==> src/rtl/ibex_prefetch_req_ctrl_pkg.sv <==
// -----------------------------------------------------------------------------
// ibex_prefetch_req_ctrl_pkg
//
// Shared constants for the instruction prefetch request controller.
//
// Contents:
//   NUM_REQS_DEFAULT  default number of outstanding bus transactions. It must
//                     match the NUM_REQS of the downstream fetch FIFO.
//   WORD_ADDR_W       width of a word address (byte address bits [31:2]).
// -----------------------------------------------------------------------------
package ibex_prefetch_req_ctrl_pkg;

    localparam int unsigned NUM_REQS_DEFAULT = 2;
    localparam int unsigned WORD_ADDR_W      = 30;

endpackage : ibex_prefetch_req_ctrl_pkg

==> src/rtl/ibex_prefetch_req_ctrl.sv <==
// -----------------------------------------------------------------------------
// ibex_prefetch_req_ctrl
//
// Instruction-side bus master that feeds ibex_fetch_fifo. It issues
// word-aligned fetch requests and keeps up to NUM_REQS transactions in flight.
// A branch discards any responses that are still outstanding. Responses that
// are kept pass straight through to the FIFO. On a branch the FIFO also gets
// its clear strobe and its new start address.
//
// Ports:
//   clk_i, rst_i        clock, asynchronous active-high reset
//   req_i               core wants instructions; low blocks new bus requests
//   branch_i, addr_i    redirect fetch to addr_i this cycle
//   busy_o              a transaction is outstanding or a request is up
//   instr_req_o/gnt_i   bus request / grant
//   instr_addr_o        bus word address (bits [1:0] = 0)
//   instr_rvalid_i      bus response valid (responses return in order)
//   instr_rdata_i/err_i bus response data / error
//   fifo_busy_i         FIFO slot occupancy
//   fifo_clear_o        FIFO clear (same cycle as branch_i)
//   fifo_addr_o         FIFO start address (used only together with clear)
//   fifo_valid_o        push the current response into the FIFO
//   fifo_rdata_o/err_o  pushed data / error
// -----------------------------------------------------------------------------
module ibex_prefetch_req_ctrl
    import ibex_prefetch_req_ctrl_pkg::*;
#(
    parameter int unsigned NUM_REQS = NUM_REQS_DEFAULT
) (
    input  logic                clk_i,
    input  logic                rst_i,
    input  logic                req_i,
    input  logic                branch_i,
    input  logic [31:0]         addr_i,
    output logic                busy_o,
    output logic                instr_req_o,
    input  logic                instr_gnt_i,
    output logic [31:0]         instr_addr_o,
    input  logic                instr_rvalid_i,
    input  logic [31:0]         instr_rdata_i,
    input  logic                instr_err_i,
    input  logic [NUM_REQS-1:0] fifo_busy_i,
    output logic                fifo_clear_o,
    output logic                fifo_valid_o,
    output logic [31:0]         fifo_addr_o,
    output logic [31:0]         fifo_rdata_o,
    output logic                fifo_err_o
);

    // Thermometer of outstanding transactions (bit 0 = oldest) and the matching
    // per-slot discard flags.
    logic [NUM_REQS-1:0]    out_q, out_d, out_shift;
    logic [NUM_REQS-1:0]    disc_q, disc_d, disc_shift;
    logic [WORD_ADDR_W-1:0] fetch_addr_q, fetch_addr_d;
    logic                   req_pending_q, req_pending_d;

    logic fifo_space;
    logic new_req;
    logic gnt;
    logic rsp;

    // -------------------------------------------------------------------------
    // Request side
    // -------------------------------------------------------------------------
    // A free FIFO slot must exist that is not already reserved by a bus
    // transaction in flight. A branch bypasses this check because the FIFO is
    // cleared in the same cycle.
    assign fifo_space = ~&(fifo_busy_i | out_q);

    // Once a request is up it stays up until it is granted.
    assign new_req = (req_i & (fifo_space | branch_i) & ~out_q[NUM_REQS-1])
                   | req_pending_q;

    // The request path is combinational from req_i, so it is masked while
    // reset is high. Without the mask the bus would see a request while the
    // controller state is held cleared.
    assign instr_req_o = new_req & ~rst_i;

    // An ungranted request may change address only because of a branch.
    assign instr_addr_o = branch_i ? {addr_i[31:2], 2'b00} : {fetch_addr_q, 2'b00};

    assign gnt = instr_req_o & instr_gnt_i;

    // -------------------------------------------------------------------------
    // Response side
    // -------------------------------------------------------------------------
    // A response counts only if a transaction is outstanding. After a reset,
    // responses to transactions from before the reset are ignored.
    assign rsp = instr_rvalid_i & out_q[0];

    // A response in the branch cycle is dropped because the FIFO is clearing.
    assign fifo_valid_o = rsp & ~disc_q[0] & ~branch_i;
    assign fifo_rdata_o = instr_rdata_i;
    assign fifo_err_o   = instr_err_i;

    assign fifo_clear_o = branch_i;
    assign fifo_addr_o  = addr_i;

    assign busy_o = (|out_q) | instr_req_o;

    // -------------------------------------------------------------------------
    // Outstanding / discard shift register
    // A response shifts every slot down first. A grant then occupies the
    // lowest free slot, so a grant and a response together leave the count
    // unchanged. A branch marks every slot that survives the shift. The slot
    // granted in the branch cycle belongs to the new stream and is kept.
    // -------------------------------------------------------------------------
    for (genvar i = 0; i < NUM_REQS; i++) begin : g_slot
        logic below_full;

        if (i == NUM_REQS - 1) begin : g_top
            assign out_shift[i]  = rsp ? 1'b0 : out_q[i];
            assign disc_shift[i] = rsp ? 1'b0 : disc_q[i];
        end else begin : g_mid
            assign out_shift[i]  = rsp ? out_q[i+1]  : out_q[i];
            assign disc_shift[i] = rsp ? disc_q[i+1] : disc_q[i];
        end

        if (i == 0) begin : g_base
            assign below_full = 1'b1;
        end else begin : g_upper
            assign below_full = out_shift[i-1];
        end

        assign out_d[i]  = out_shift[i] | (gnt & below_full);
        assign disc_d[i] = out_shift[i] & (disc_shift[i] | branch_i);
    end

    // -------------------------------------------------------------------------
    // Fetch address and pending-request next state
    // -------------------------------------------------------------------------
    always_comb begin
        // NOTE: every output of a combinational block gets a default first, so
        // no path can leave it unassigned and infer a latch.
        fetch_addr_d  = fetch_addr_q;
        req_pending_d = instr_req_o & ~instr_gnt_i;

        if (branch_i) begin
            fetch_addr_d = addr_i[31:2];
        end
        if (gnt) begin
            fetch_addr_d = instr_addr_o[31:2] + 30'd1;
        end
    end

    // NOTE: state registers use non-blocking assignments so that every flop
    // samples the values from before the clock edge.
    always_ff @(posedge clk_i or posedge rst_i) begin
        if (rst_i) begin
            out_q         <= '0;
            disc_q        <= '0;
            fetch_addr_q  <= '0;
            req_pending_q <= 1'b0;
        end else begin
            out_q         <= out_d;
            disc_q        <= disc_d;
            fetch_addr_q  <= fetch_addr_d;
            req_pending_q <= req_pending_d;
        end
    end

    // A bus response is legal only when a transaction is outstanding.
    rvalid_without_outstanding : assert property (
        @(posedge clk_i) disable iff (rst_i) instr_rvalid_i |-> out_q[0]
    ) else $error("instr_rvalid_i with no outstanding transaction");

endmodule : ibex_prefetch_req_ctrl
==> config.mk <==
export PLATFORM = sky130hd
export DESIGN_NAME = ibex_prefetch_req_ctrl
export DESIGN_NICKNAME = d
export VERILOG_FILES = /design/src/rtl/ibex_prefetch_req_ctrl_pkg.sv /design/src/rtl/ibex_prefetch_req_ctrl.sv
export SDC_FILE = /design/constraint.sdc
export NUM_CORES = 1
export LEC_CHECK = 0
export CAP_MARGIN = 10
export CELL_PAD_IN_SITES_DETAIL_PLACEMENT = 0
export CELL_PAD_IN_SITES_GLOBAL_PLACEMENT = 1
export CORE_AREA = 2 2 104 106
export DETAILED_ROUTE_END_ITERATION = 7
export DIE_AREA = 0 0 106 108
export PLACE_DENSITY_LB_ADDON = 0.1
export SYNTH_ARGS = -nofsm -noshare
export SYNTH_HDL_FRONTEND = slang
export SYNTH_SLANG_ARGS = --single-unit
==> constraint.sdc <==
create_clock -name clk_i -period 7.6 [get_ports clk_i]
set_input_delay 2.28 -clock clk_i [delete_from_list [all_inputs] [get_ports clk_i]]
set_output_delay 2.28 -clock clk_i [all_outputs]
set_load 0.05 [all_outputs]
==> results of run 1 <==
-- cells in the mapped netlist, types with 3 or more instances --
master	number	area share
xnor2_1	15	0.045
dfrtp_1	35	0.30
nor4_2	3	0.013
nor4_1	6	0.013
o22ai_1	5	0.011
mux2i_1	10	0.034
nor4b_2	3	0.015
nand2_1	30	0.039
a21oi_1	5	0.0086
a22oi_2	3	0.013
mux2_2	16	0.062
nand3b_1	5	0.013
inv_1	14	0.018
xor2_1	14	0.042
nand3_1	10	0.017
nor2_1	6	0.0077
o21ai_1	3	0.0051
nand4_1	6	0.013
buf_4	70	0.18
o21ai_0	6	0.010
nand2b_1	7	0.015
buf_2	4	0.0069
-- sequential cells by signal, summed over array words and instances, names as in the netlist --
signal and count:
out_q 2, disc_q 2, req_pending_q 1, fetch_addr_q 30
-- layout by cell type (no fill, tap or decap), types with 3 or more instances in the layout --
cell / n
clkdlybuf4s50_1: 98
dfrtp_1: 35
nand2_1: 30
mux2_2: 16
xnor2_1: 15
inv_1: 14
xor2_1: 14
mux2i_1: 10
nand3_1: 10
nand2b_1: 7
nor2_1: 6
o21ai_0: 6
nand4_1: 6
nor4_1: 6
a21oi_1: 5
o22ai_1: 5
nand3b_1: 5
clkbuf_8: 5
buf_4: 5
o21ai_1: 3
a22oi_2: 3
nor4b_2: 3
nor4_2: 3
-- critical path: stages --
cell	delay, ns
buf_2	0.50
buf_4	0.35
mux2i_1	0.46
inv_1	0.12
clkdlybuf4s50_1	0.72
-- per-stage QoR --
| step | cells | cell area (sq um) |
|---|---|---|
| 4_1_cts | 485 | 3625 |
| 6_report | 485 | 3625 |
| 3_5_place_dp | 477 | 3543 |
| 2_1_floorplan | 314 | 2922 |
| 5_1_grt | 485 | 3625 |
| 3_3_place_gp | 477 | 3543 |
-- area by class of cell --
| cell class | count | area [sq um] |
|---|---|---|
| Clock buffer | 7 | 76.32 |
| Clock inverter | 1 | 5.005 |
| Fill cell | 1047 | 6606 |
| Inverter | 14 | 52.55 |
| Multi-Input combinational cell | 188 | 1421 |
| Sequential cell | 35 | 875.8 |
| Tap cell | 136 | 170.2 |
| Timing Repair Buffer | 104 | 1023 |
-- worst max path at each step --
| stage | start | endpoint | slack [ns] |
|---|---|---|---|
| floorplan | branch_i | fifo_valid_o | 0.88 |
| global placement | branch_i | instr_addr_o[14] | 0.83 |
| detailed placement | branch_i | instr_addr_o[14] | 0.83 |
| CTS | branch_i | instr_addr_o[14] | 0.82 |
| global route | branch_i | instr_addr_o[14] | 0.68 |
| finish | branch_i | instr_addr_o[14] | 0.86 |
-- metal layers --
layer,vias up,global-route usage,wire [um]
met5,-,0,0
met4,0,0.04511,97
met3,12,0.02893,388
met2,65,0.1977,3330
met1,1015,0.1818,3564
li1,1087,-,-
-- cells by family (layout without fill, tap and decap cells) --
| logic type | Yosys count | count (layout) | synth area share |
|---|---|---|---|
| buf+inv | 91 | 126 | 0.2140 |
| xor+xnor | 29 | 29 | 0.08705 |
| compound gates | 33 | 33 | 0.08662 |
| flops | 35 | 35 | 0.3002 |
| simple gates | 96 | 96 | 0.2058 |
| mux | 27 | 27 | 0.1008 |
| other cells | 1 | 2 | 0.001285 |
| fa+ha+maj | 1 | 1 | 0.004287 |
-- power by group --
part	switching, mW	internal, mW	leakage, nW
Sequential	0.0198	0.214	0.415
Combinational	0.188	0.106	0.973
Clock	0.0702	0.0644	0.0422
==> flow_metrics.py, run 1 <==
metrics = {
    "status": {
        "status": "complete, no violations",
    },
    "finish": {
        "diodes": 0,
        "area_growth_pct": 24.23,
        "drive_gt1_frac": 0.1318,
        "final_core_util": 0.3543,
        "nets": 422,
    },
    "worst_setup_path": {
        "r2r_cells": 7,
        "path_class": "input pin to output pin",
        "arrival_ns": 4.46,
        "startpoint_type": "input pin",
        "r2r_slack_ns": 5.43,
        "r2r_start": "fetch_addr_q[0]$_DFFE_PP0P_",
        "crit_required_ns": 5.32,
        "timing.rr.end": "fetch_addr_q[10]$_DFFE_PP0P_",
        "cp-end-kind": "output pin",
        "cp_max_fo": 32,
    },
    "pwr": {
        "powerDensity_mw_per_mm2": 182.9,
        "peakVddDrop_v": 0.00006588,
        "leakagePower_nw": 1.430,
        "power_mw": 0.6629,
    },
    "clock_tree": {
        "htree_levels": 2,
        "cts_tree": "built",
        "clk_latency_ns": 0.29,
        "post_cts_buffers": 0,
        "clock_sinks": 35,
        "root_buffer": "clkbuf_8",
        "cts_hold_buf": 0,
        "clk_pin_slew_ns": 0.07,
        "cts_resized": 0,
        "cts_made_buffers": 5,
        "cts_buffer_depth": 2,
    },
    "hold_path": {
        "hp-start": "disc_q[1]$_DFF_PP0_",
        "holdPathStages": 2,
        "hold_path_end": "disc_q[0]$_DFF_PP0_",
        "hold_class": "register to register",
    },
    "die": {
        "fp.dieH_um": 108,
        "core.rowCount": 37,
        "initial_core_util": 0.2852,
        "ios": 174,
        "die-area_sq_mm": 0.01145,
        "die_x_um": 106,
        "core_area_sq_mm": 0.01023,
    },
    "global_route": {
        "first_global_vias": 2244,
        "gr-total-overflow": 0,
        "grt_start_max_net_pins": 37,
        "grt_pass1_wl_um": 11660,
        "antenna_found_initial": 0,
        "grt_usage": 0.1299,
    },
    "timing": {
        "maxSlewViolCount": 0,
        "finalSetupViolations": 0,
        "rsz0062_at_grt": "false",
        "hold_slack_ns": 0.5265,
        "worst_pin_slew_ns": 0.8652,
        "post-route-period-util": 0.8863,
        "fin_crit_ns": 6.736,
        "max_freq_ghz": 0.1485,
        "finalHoldViolations": 0,
        "maxSlewHeadroom": 0.4193,
        "final.setup_skew_ns": 0.005342,
        "fin_ws_ns": 0.8641,
        "tns_ns": 0,
    },
    "drt": {
        "postRouteAntennaNets": 0,
        "vias": 2179,
        "wl_per_cell_um": 15.22,
        "drt_wl_total_um": 7381,
        "drc": 0,
        "drt_iter0_drc": 56,
        "dr.pass1.iters": 4,
        "vias_per_cell": 4.493,
    },
    "place": {
        "io_buffers": 101,
        "gp_congestion": 0.7477,
        "dp_hpwl_um": 5664,
        "place_ws_ns": 0.8284,
    },
    "yosys": {
        "yosysUniqueCellTypes": 50,
        "yosysSeqAreaShare": 0.3002,
        "synth-async-reset-ratio": 1.000,
        "synth-seq-cells": 35,
        "syn_inst": 313,
        "synth_area_sq_mm": 0.002918,
        "ys.flop_type": "dfrtp_1",
        "synth.avg_cell_area_sq_um": 9.322,
        "synth_edf_count": 0,
        "yosys_warnings": 0,
    },
    "flow_run": {
        "max-cap-violations": 0,
    },
}
No activity file was read; power rests on OpenSTA's default activity.
==> run 2, diff against run 1 <==
--- a/config.mk
+++ b/config.mk
@@ -5,12 +5,13 @@
 export SDC_FILE = /design/constraint.sdc
 export NUM_CORES = 1
 export LEC_CHECK = 0
-export CAP_MARGIN = 10
+export CAP_MARGIN = 5
 export CELL_PAD_IN_SITES_DETAIL_PLACEMENT = 0
 export CELL_PAD_IN_SITES_GLOBAL_PLACEMENT = 1
-export CORE_AREA = 2 2 104 106
+export CORE_AREA = 2 2 89 91
 export DETAILED_ROUTE_END_ITERATION = 7
-export DIE_AREA = 0 0 106 108
+export DIE_AREA = 0 0 91 93
+export DONT_BUFFER_PORTS = 1
 export PLACE_DENSITY_LB_ADDON = 0.1
 export SYNTH_ARGS = -nofsm -noshare
 export SYNTH_HDL_FRONTEND = slang
==> run 2 against run 1 <==
Flip-flop and latch count unchanged. Hold slack better by 0.0045 ns. Combinational power down 39%. Clock skew rose by 0.0039 ns. Non-clock buffer count down 102. Sequential share of layout area is 9.8 points higher. Critical endpoint is now busy_o. Maximum frequency increased by 11%. Power is 18% lower. First-iteration DRC count increased by 39%. Clock-buffer cell count is the same. Register-to-register slack got worse by 0.15 ns. Final area is 29% lower.
==> flow_metrics.py, run 2 (synthesis gave the netlist of run 1 again) <==
metrics = {
    "pwr": {
        "peakVddDrop_v": 0.0001209,
        "leakagePower_nw": 1.030,
        "powerDensity_mw_per_mm2": 211.4,
    },
    "die": {
        "fp.dieH_um": 93,
        "core.rowCount": 32,
        "die_x_um": 91,
        "core_area_sq_mm": 0.007527,
        "initial_core_util": 0.3876,
        "ios": 174,
        "die-area_sq_mm": 0.008463,
    },
    "finish": {
        "diodes": 0,
        "final_core_util": 0.3428,
        "final_cells": 349,
        "multiInputGateArea_sq_mm": 0.001428,
        "area_growth_pct": -11.58,
        "reg.largest.list": "fetch_addr_q x30, disc_q x2, out_q x2",
        "seq_area_sq_um": 875.8,
        "final_cell_mix": "dfrtp_1, nand2_1, mux2_2",
        "nets": 320,
        "fin_area_sq_mm": 0.002580,
        "fillers": 818,
        "final_common_cell": "dfrtp_1",
        "drive_gt1_frac": 0.1741,
        "regMostFlops": "fetch_addr_q",
        "largest_reg_flops": 30,
    },
    "timing": {
        "final.setup_skew_ns": 0.009244,
        "maxSlewHeadroom": 0.3956,
        "finalHoldViolations": 0,
        "worst_pin_slew_ns": 0.9006,
        "fin_crit_ns": 6.066,
        "post-route-period-util": 0.7982,
        "rsz0062_at_grt": "false",
        "tns_ns": 0,
        "maxSlewViolCount": 0,
        "hold_slack_ns": 0.5309,
        "finalSetupViolations": 0,
        "max_freq_ghz": 0.1648,
    },
    "clock_tree": {
        "clk_latency_ns": 0.29,
        "root_buffer": "clkbuf_8",
        "cts_resized": 0,
        "htree_levels": 2,
        "clock_sinks": 35,
        "cts_hold_buf": 0,
        "post_cts_buffers": 0,
        "cts_made_buffers": 5,
        "cts_tree": "built",
        "clk_pin_slew_ns": 0.07,
        "cts_buffer_depth": 2,
    },
    "drt": {
        "drt_iter0_drc": 78,
        "wl_per_cell_um": 18.34,
        "vias": 1841,
        "postRouteAntennaNets": 0,
        "drt_wl_total_um": 6400,
        "dr.pass1.iters": 4,
        "vias_per_cell": 5.275,
        "drc": 0,
    },
    "worst_setup_path": {
        "path_class": "input pin to output pin",
        "startpoint_type": "input pin",
        "cp-end-kind": "output pin",
        "arrival_ns": 3.79,
        "crit_required_ns": 5.32,
        "cp_max_fo": 68,
    },
    "global_route": {
        "grt_start_max_net_pins": 69,
        "antenna_found_initial": 0,
        "grt_pass1_wl_um": 10180,
        "gr-total-overflow": 0,
        "grt_usage": 0.1523,
        "first_global_vias": 1889,
    },
    "status": {
        "status": "complete, no violations",
    },
    "place": {
        "placed_cell_area_sq_mm": 0.002499,
        "dp.cells": 341,
        "io_buffers": 0,
        "gp_congestion": 0.6950,
        "dp_hpwl_um": 4767,
    },
    "hold_path": {
        "hold_class": "register to register",
    },
    "flow_run": {
        "max-cap-violations": 0,
    },
}
[run 2: layout make-up]
type,count,share of cell area
clock buffer,7,0.02958
clock inverter,1,0.001940
inverter,14,0.02037
multi-input combinational,188,0.5533
sequential,35,0.3395
tap,102,0.04947
timing repair buffer,2,0.005820
[run 2: layer usage]
metal | GRT usage | share of wire | vias to the layer above
li1 | - | - | 878
met1 | 0.1869 | 0.42 | 897
met2 | 0.2549 | 0.49 | 61
met3 | 0.05399 | 0.081 | 5
met4 | 0.04040 | 0.0092 | 0
met5 | 0 | 0 | -
[run 2: final timing paths]
| path | start | to | slack (ns) | cells after the start |
|---|---|---|---|---|
| hold reg to reg | disc_q[1]$_DFF_PP0_ | disc_q[0]$_DFF_PP0_ | 0.53 | 2 |
| max in group asynchronous | rst_i | fetch_addr_q[22]$_DFFE_PP0P_ | 5.23 | 2 |
| setup / recovery | branch_i | busy_o | 1.53 | 4 |
| hold / removal | disc_q[1]$_DFF_PP0_ | disc_q[0]$_DFF_PP0_ | 0.53 | 2 |
| min in group asynchronous | rst_i | fetch_addr_q[1]$_DFFE_PP0P_ | 2.01 | 2 |
| setup reg to reg | fetch_addr_q[0]$_DFFE_PP0P_ | fetch_addr_q[10]$_DFFE_PP0P_ | 5.28 | 7 |
[run 2: metrics by stage]
| step | power [mW] | setup WS (ns) |
|---|---|---|
| 2_1_floorplan | 0.4936 | 0.8843 |
| 3_3_place_gp | 0.4193 | 1.548 |
| 3_5_place_dp | 0.4199 | 1.523 |
| 4_1_cts | 0.5563 | 1.521 |
| 5_1_grt | 0.5751 | 1.471 |
| 6_report | 0.5455 | 1.534 |
[run 2: power by group]
group	switching, mW	total [mW]	internal (mW)
Sequential	0.0211	0.235	0.214
Clock	0.0671	0.131	0.0644
Combinational	0.134	0.179	0.0448
[run 2: worst max-delay path: stages]
cell	delay, ns
nand2b_1	0.14
o211ai_1	0.31
nand2_1	0.39
or3_1	0.66
